<file path="src/rtl/parcnn_top.sv">
`default_nettype none
// ============================================================================
// Module   : parcnn_top
// Brief    : Streaming 3x3 two-feature convolution with ReLU and saturation.
// Revision : 1.0
// ============================================================================
module parcnn_top #(
    parameter int          SCREEN_WIDTH  = 36,
    parameter int          SCREEN_HEIGHT = 36,
    parameter logic [80:0] KERNEL1       = {9{9'h020}},
    parameter logic [80:0] KERNEL2       = {36'h0, 9'h080, 36'h0}
) (
    input  logic              clock,
    input  logic              reset,
    input  logic [5:0]        screen_x_pos,
    input  logic [5:0]        screen_y_pos,
    input  logic signed [8:0] test_pixel,
    output logic [8:0]        rect1,
    output logic [8:0]        rect2
);

    localparam int         c_LB_DEPTH = 2 * SCREEN_WIDTH + 3;
    localparam logic [6:0] c_X_LIMIT  = 7'(SCREEN_WIDTH);
    localparam logic [6:0] c_Y_LIMIT  = 7'(SCREEN_HEIGHT);

    logic signed [8:0]  r_line [c_LB_DEPTH];
    logic signed [8:0]  w_tap [9];
    logic signed [17:0] w_prod1 [9];
    logic signed [17:0] w_prod2 [9];
    logic signed [17:0] r_prod1 [9];
    logic signed [17:0] r_prod2 [9];
    logic signed [21:0] w_sum1;
    logic signed [21:0] w_sum2;
    logic signed [21:0] r_sum1;
    logic signed [21:0] r_sum2;
    logic               w_win_ok;
    logic               r_valid_win;
    logic               r_valid_prod;
    logic               r_valid_sum;

    // The sampled pixel is the bottom-right corner; both upper rows must fit on screen.
    assign w_win_ok = (screen_x_pos >= 6'd2) && (screen_y_pos >= 6'd2)
                   && ({1'b0, screen_x_pos} < c_X_LIMIT)
                   && ({1'b0, screen_y_pos} < c_Y_LIMIT);

    always_ff @(posedge clock or posedge reset) begin
        if (reset) begin
            for (int i = 0; i < c_LB_DEPTH; i++) begin
                r_line[i] <= '0;
            end
            r_valid_win <= 1'b0;
        end else begin
            r_line[0] <= test_pixel;
            for (int i = 1; i < c_LB_DEPTH; i++) begin
                r_line[i] <= r_line[i-1];
            end
            r_valid_win <= w_win_ok;
        end
    end

    // Tap k = 3*row + col; row 0 is the oldest line, col 0 the oldest column.
    generate
        for (genvar k = 0; k < 9; k++) begin : g_tap
            localparam int                c_ROW = k / 3;
            localparam int                c_COL = k % 3;
            localparam logic signed [8:0] c_K1  = KERNEL1[9*k +: 9];
            localparam logic signed [8:0] c_K2  = KERNEL2[9*k +: 9];

            assign w_tap[k]   = r_line[(2 - c_ROW) * SCREEN_WIDTH + (2 - c_COL)];
            assign w_prod1[k] = 18'(w_tap[k]) * 18'(c_K1);
            assign w_prod2[k] = 18'(w_tap[k]) * 18'(c_K2);
        end
    endgenerate

    always_comb begin
        w_sum1 = '0;
        w_sum2 = '0;
        for (int k = 0; k < 9; k++) begin
            w_sum1 = w_sum1 + 22'(r_prod1[k]);
            w_sum2 = w_sum2 + 22'(r_prod2[k]);
        end
    end

    function automatic logic [8:0] relu_sat(input logic signed [21:0] sum);
        logic signed [21:0] shifted;
        shifted = sum >>> 8;
        if (shifted[21]) begin
            return 9'h000;
        end else if (shifted > 22'sd255) begin
            return 9'h0FF;
        end
        return shifted[8:0];
    endfunction

    always_ff @(posedge clock or posedge reset) begin
        if (reset) begin
            for (int k = 0; k < 9; k++) begin
                r_prod1[k] <= '0;
                r_prod2[k] <= '0;
            end
            r_sum1       <= '0;
            r_sum2       <= '0;
            r_valid_prod <= 1'b0;
            r_valid_sum  <= 1'b0;
            rect1        <= '0;
            rect2        <= '0;
        end else begin
            for (int k = 0; k < 9; k++) begin
                r_prod1[k] <= w_prod1[k];
                r_prod2[k] <= w_prod2[k];
            end
            r_valid_prod <= r_valid_win;
            r_sum1       <= w_sum1;
            r_sum2       <= w_sum2;
            r_valid_sum  <= r_valid_prod;
            // Invalid windows leave the outputs holding the last valid result.
            if (r_valid_sum) begin
                rect1 <= relu_sat(r_sum1);
                rect2 <= relu_sat(r_sum2);
            end
        end
    end

endmodule
`default_nettype wire

</file>
<file path="config.mk">
export PLATFORM = sky130hd
export DESIGN_NAME = parcnn_top
export DESIGN_NICKNAME = d
export VERILOG_FILES = /design/src/rtl/parcnn_top.sv
export SDC_FILE = /design/constraint.sdc
export NUM_CORES = 1
export LEC_CHECK = 0
export BUFFER_PORTS_ARGS = -buffer_cell sky130_fd_sc_hd__buf_2
export CELL_PAD_IN_SITES_DETAIL_PLACEMENT = 1
export CELL_PAD_IN_SITES_GLOBAL_PLACEMENT = 1
export CORE_MARGIN = 2
export CORE_UTILIZATION = 50
export CTS_CLUSTER_SIZE = 16
export DETAILED_ROUTE_END_ITERATION = 7
export MAX_ROUTING_LAYER = met4
export PLACE_DENSITY_LB_ADDON = 0.1
export SLEW_MARGIN = 20
export SYNTH_ARGS = -nofsm -noshare
export SYNTH_HDL_FRONTEND = slang
export SYNTH_SLANG_ARGS = --single-unit
export TNS_END_PERCENT = 10
</file>
<file path="constraint.sdc">
create_clock -name clock -period 40.7 [get_ports clock]
set_input_delay 4.07 -clock clock [delete_from_list [all_inputs] [get_ports clock]]
set_output_delay 4.07 -clock clock [all_outputs]
set_load 0.03 [all_outputs]
</file>
==> flow_metrics.tcl, run 1 <==
set metrics [dict create \
    final_common_cell "dfrtp_1" \
    die_h_um 207 \
    hp-class "reg2reg" \
    clk_pin_slew_worst_paths_ns 0.06 \
    post_cts_buffers 0 \
    cts_buffers 69 \
    status "finished, final reports clean" \
    grt-ovfl-total 0 \
    fin_ws_ns 34.63 \
    ios 41 \
    maxCapViolations 0 \
    cp-end-kind "asynchronous set/reset pin" \
    path_buf_inv 4 \
    fmax_mhz 165 \
    ir_worst_vdd_mv 0.0391 \
    vias 7744 \
    post-route-util 0.584 \
    place_worst_setup_slack_ns 33.68 \
    syn-cell-area_um2 20600 \
    nets 1221 \
    fin_crit_sh 0.149 \
    fin_setup_tns_ns 0 \
    grt_max_degree 203 \
    rsz0062_at_grt "false" \
    coreArea_um2 40700 \
    io_buffers 38 \
    cts_root_buf "clkbuf_16" \
    syn_avg_cell_area_um2 20.5 \
    ctsResizeCount 0 \
    synthCells 1005 \
    syn_nets 1107 \
    final_cell_mix "dfrtp_1 (719), inv_1 (95), clkbuf_16 (73), fa_1 (66), buf_2 (38)" \
    grt_pass1_vias 9119 \
    wl_um 29100 \
    die-area_um2 42800 \
    path_cells "buf_2, inv_8, buf_4, buf_4" \
    final_layout_size_suffix_gt1_frac 0.141 \
    yosysSeqAreaShare 0.875 \
    min_period_ns 6.07 \
    clock_path_buffers 3 \
    synth_seq_cells 719 \
    hold_path_depth 0 \
    cts_tree "built" \
    place_congestion 0.690 \
    rows 74 \
    ys_warn_count 0 \
    synth_cell_types 39 \
    critPathKind "in2async" \
    grt_use_met3 0.0386 \
    die_w_um 207 \
    drv_slew 0 \
    grt_pass1_wl_um 48800 \
    finClkSkew_ns 0.0210 \
    setup_violations 0 \
    drtIter0Drc 330 \
    crit_family "buffers and inverters" \
    viasPerCell 4.55 \
    r2r_setup_slack_ns 36.16 \
    htreeDepth 3 \
    grt_util_met1 0.214 \
    ant_nets 0 \
    track_usage 0.157 \
    grt.busiest_layer "met2" \
    startpoint_type "input pin" \
    initial_utilization 0.505 \
    hold_viol_final 0 \
    hpwl_um 15100 \
    clock_sinks 719 \
    routed_wire_length_per_instance_um 17.1 \
    drt_pre_antenna_iters 4 \
    slowest_delay_ns 0.81 \
    max_slew_margin 0.347 \
    path_depth 4 \
    antenna_found_initial 1 \
    ctsHoldBuffers 0 \
    antenna_cells 0 \
    area_delta_synth_final_pct 15.7 \
    powerDensity_nw_per_um2 66.8 \
    met2_usage 0.237 \
    reg2regPathDepth 14 \
    cp_slowest_cell "buf_4" \
    cp_data_arrival_time_ns 6.65 \
    crit_top_cell "buf_4" \
    cp_max_fo 153 \
    clk_latency_ns 0.59 \
    required_ns 41.28 \
    worst_pin_slew_ns 0.980 \
    drcViolationCount 0 \
    leakagePower_uw 0.0116 \
]
[cell usage after synthesis (all sizes together)]
cell type    n  area (µm²)
buf          2        8.75
nor3         5        25.0
o31a         1        8.76
nand2        5        18.8
xor2         2        17.5
fa          66        1320
nor2        15        56.3
nand2b       3        18.8
o21ai        4        20.0
o21bai       1        7.51
o21a         2        16.3
mux2         1        11.3
xnor2        6        52.6
ha          13         163
a31oi        4        37.5
a311oi       1        8.76
o211ai       4        35.0
nor2b       10        62.6
nand3        1        5.00
dfrtp      719       18000
a221oi       1        15.0
a211oi       2        15.0
clkbuf       1        3.75
or3          2        12.5
clkinv       1        3.75
and4bb       1        16.3
and3         1        6.26
a21o         5        37.5
a21oi       11        55.1
inv         96         360
a31o         8        70.1
nand4        3        18.8
a41oi        8        70.1
[metal layers]
| metal | part of all wire | vias to the layer above |
|---|---|---|
| met2 | 0.48 | 98 |
| li1 | - | 3343 |
| met5 | 0 | - |
| met3 | 0.036 | 56 |
| met4 | 0.025 | 0 |
| met1 | 0.46 | 4247 |
[flip-flops by register name (all words and copies together), names as in the netlist]
signal,flops
rect2,9
r_valid_win,1
r_sum2,9
r_valid_sum,1
r_sum1,14
rect1,9
r_valid_prod,1
r_line,621
r_prod1,54
[per-stage QoR]
stage               hold WS (ns)  area (µm²)  std cells  power, µW
floorplan                  0.331       20600       1005        928
global placement           0.332       21500       1579        974
detailed placement         0.336       21500       1579        979
CTS                        0.343       23800       1700       1620
global route               0.350       23800       1701       1680
finish                     0.340       23800       1701       1590
[cells by family (layout without fill, tap and decap cells)]
kind of cell | after synthesis | in the layout | share of synthesized area
flip-flops | 719 | 719 | 0.875
buffers and inverters | 100 | 264 | 0.0183
adder cells (fa/ha/maj) | 79 | 79 | 0.0721
AO/OA/AOI/OAI | 52 | 52 | 0.0193
AND/OR/NAND/NOR | 46 | 46 | 0.0117
XOR/XNOR | 8 | 8 | 0.00341
multiplexers | 1 | 1 | 0.000547
[where the power goes]
group	internal (µW)	switching (µW)	leakage (µW)	total (µW)
sequential	753	14.5	0.00894	767
combinational	74.7	119	0.00157	194
clock	375	253	0.00112	628
[layout make-up]
| cell class | count | area, µm² |
|---|---|---|
| Fill cell | 3497 | 16900 |
| Clock inverter | 16 | 186 |
| Inverter | 97 | 372 |
| Clock buffer | 105 | 2100 |
| Timing Repair Buffer | 46 | 287 |
| Sequential cell | 719 | 18000 |
| Tap cell | 532 | 666 |
| Multi-Input combinational cell | 186 | 2200 |
[path summary, 6_finish.rpt]
| kind | to | from |
|---|---|---|
| setup reg to reg | r_sum1[17] | r_line[335] |
| max in group clock | rect2[2] | rect2[2] |
| hold reg to reg | r_line[279] | r_line[288] |
| min in group asynchronous | r_line[103] | reset |
| hold / removal | r_line[279] | r_line[288] |
| setup / recovery | r_prod1[157] | reset |
Power figures use the tool's default switching activity.
==> run 2, diff against run 1 <==
--- a/config.mk
+++ b/config.mk
@@ -9,7 +9,7 @@
 export CELL_PAD_IN_SITES_DETAIL_PLACEMENT = 1
 export CELL_PAD_IN_SITES_GLOBAL_PLACEMENT = 1
 export CORE_MARGIN = 2
-export CORE_UTILIZATION = 50
+export CORE_UTILIZATION = 48
 export CTS_CLUSTER_SIZE = 16
 export DETAILED_ROUTE_END_ITERATION = 7
 export MAX_ROUTING_LAYER = met4
==> constraint.sdc (replaced) <==
create_clock -name clock -period 5.1 [get_ports clock]
set_input_delay 0.51 -clock clock [delete_from_list [all_inputs] [get_ports clock]]
set_output_delay 0.51 -clock clock [all_outputs]
set_load 0.03 [all_outputs]
==> run 2 against run 1 <==
Against the previous run:
- flip-flop and latch count is the same
- clock-buffer cell count shrank 8
- clock power grew to 8.1 times the previous value
- critical endpoint is now r_sum1[17]
- sequential share of layout area shrank 0.58 points
==> flow_metrics.tcl, run 2 (synthesis gave the netlist of run 1 again) <==
set metrics [dict create \
    status "finished, final reports clean" \
    slowest_delay_ns 0.54 \
    final_cell_mix "dfrtp_1 (719), inv_1 (95), clkbuf_16 (74), fa_1 (66), buf_2 (38)" \
    setup_violations 0 \
    rows 75 \
    intPower_uw 9660 \
    cts_tree "built" \
    drcViolationCount 0 \
    antenna_cells 0 \
    place_congestion 0.728 \
    clock_sinks 719 \
    clk_pin_slew_worst_paths_ns 0.06 \
    die-area_um2 44500 \
    die_w_um 211 \
    seq_power_share 0.479 \
    cts_buffers 70 \
    ios 41 \
    placed_cell_area_um2 21600 \
    io_buffers 38 \
    final_layout_size_suffix_gt1_frac 0.154 \
    powerDensity_nw_per_um2 533 \
    required_ns 5.55 \
    cp_max_fo 3 \
    p_sw_frac 0.245 \
    finClkSkew_ns 0.0116 \
    hold_viol_final 0 \
    layout_top_registers "r_line (621), r_prod1 (54), r_sum1 (14)" \
    die_h_um 211 \
    min_period_ns 4.41 \
    critPathKind "reg2reg" \
    cp_slowest_cell "fa_1" \
    worst_pin_slew_ns 0.861 \
    drt_pre_antenna_iters 4 \
    hp-class "in2reg" \
    maxCapViolations 0 \
    cp_data_arrival_time_ns 4.86 \
    coreArea_um2 42100 \
    design_area_um2 24000 \
    clock_path_buffers 3 \
    ir_worst_vdd_mv 0.322 \
    nets 1232 \
    wl_um 28900 \
    grt_pass1_wl_um 48600 \
    htreeDepth 3 \
    grt-ovfl-total 0 \
    routed_wire_length_per_instance_um 16.8 \
    largest_reg_flops 621 \
    leakagePower_uw 0.0117 \
    track_usage 0.148 \
    grt_pass1_vias 9190 \
    cp-end-kind "flop" \
    switching_power_uw 3130 \
    path_cells "inv_1, fa_1, inv_1, fa_1, fa_1, inv_1, fa_1, and4bb_4, fa_1, a21o_1, a221oi_2, nor2_1, o21a_1, xor2_1" \
    hpwl_um 15600 \
    pwr-share-clk 0.399 \
    area_delta_synth_final_pct 16.6 \
    max_slew_margin 0.425 \
    hold_ws_ns 0.0398 \
    grt_max_degree 163 \
    rsz0062_at_grt "false" \
    antenna_found_initial 0 \
    cts_root_buf "clkbuf_16" \
    viasPerCell 4.59 \
    drv_slew 0 \
    vias 7895 \
    largest-register "r_line" \
    fin_crit_sh 0.864 \
    pwr-share-comb 0.122 \
    post_cts_buffers 0 \
    crit_top_cell "fa_1" \
    fmax_mhz 227 \
    startpoint_type "flop" \
    final_common_cell "dfrtp_1" \
    drtIter0Drc 356 \
    ant_nets 0 \
    clk_latency_ns 0.58 \
    initial_utilization 0.488 \
]
## run 2: power by group through the flow
stage                     Combinational (µW)  Clock [µW]  Sequential, µW
after detailed placement                1590           0            6230
after global routing                    1800        5530            6150
after CTS                               1610        5310            6130
after global placement                  1550           0            6230
after floorplan                         1140           0            6270
final                                   1560        5100            6120
## run 2: area by class of cell
cell class / instances / area [µm²]
Clock buffer: 97 / 2070
Clock inverter: 27 / 272
Fill cell: 3617 / 18100
Inverter: 97 / 368
Multi-Input combinational cell: 186 / 2200
Sequential cell: 719 / 18000
Tap cell: 539 / 674
Timing Repair Buffer: 56 / 408
## run 2: critical path, delay by kind of cell, from the launching register on
family                   cells  cell delay [ns]
buffers and inverters        3             0.17
AO/OA/AOI/OAI                3             0.80
flip-flops                   1             0.34
adder cells (fa/ha/maj)      5             2.50
AND/OR/NAND/NOR              2             0.32
XOR/XNOR                     1             0.15
## run 2: per-layer routing
| layer | vias to the layer above | share of wire | global-route usage |
|---|---|---|---|
| met5 | - | 0 | - |
| met4 | 0 | 0.034 | 0.0629 |
| met3 | 75 | 0.034 | 0.0323 |
| met2 | 108 | 0.47 | 0.221 |
| met1 | 4352 | 0.46 | 0.199 |
| li1 | 3360 | - | - |
## run 2: what timing repair did
action	4_1_cts	5_1_grt
endpoints found under the hold margin	3	0
resized for setup	0	0
hold buffers	3	0
## run 2: worst paths after layout
check,from,to,slack (ns),depth (start not counted)
worst max-delay path,r_line[335],r_sum1[17],0.69,14
worst min-delay path,test_pixel[7],r_line[673],0.04,1
worst max register to register,r_line[335],r_sum1[17],0.69,14
worst min register to register,r_line[130],r_line[121],0.34,0
max in group asynchronous,reset,r_line[234],3.63,4
min in group asynchronous,reset,r_line[121],0.10,2
## run 2: metrics by stage
stage	std cells	utilization	setup WS (ns)	total power (µW)	setup TNS (ns)
after global placement	1594	0.513	0.690	7780	0
after CTS	1721	0.569	0.633	13100	0
after detailed placement	1594	0.513	0.643	7820	0
after floorplan	1005	-	-5.26	7410	-3780.32
final	1721	0.569	0.691	12800	0
after global routing	1721	0.569	0.445	13500	0
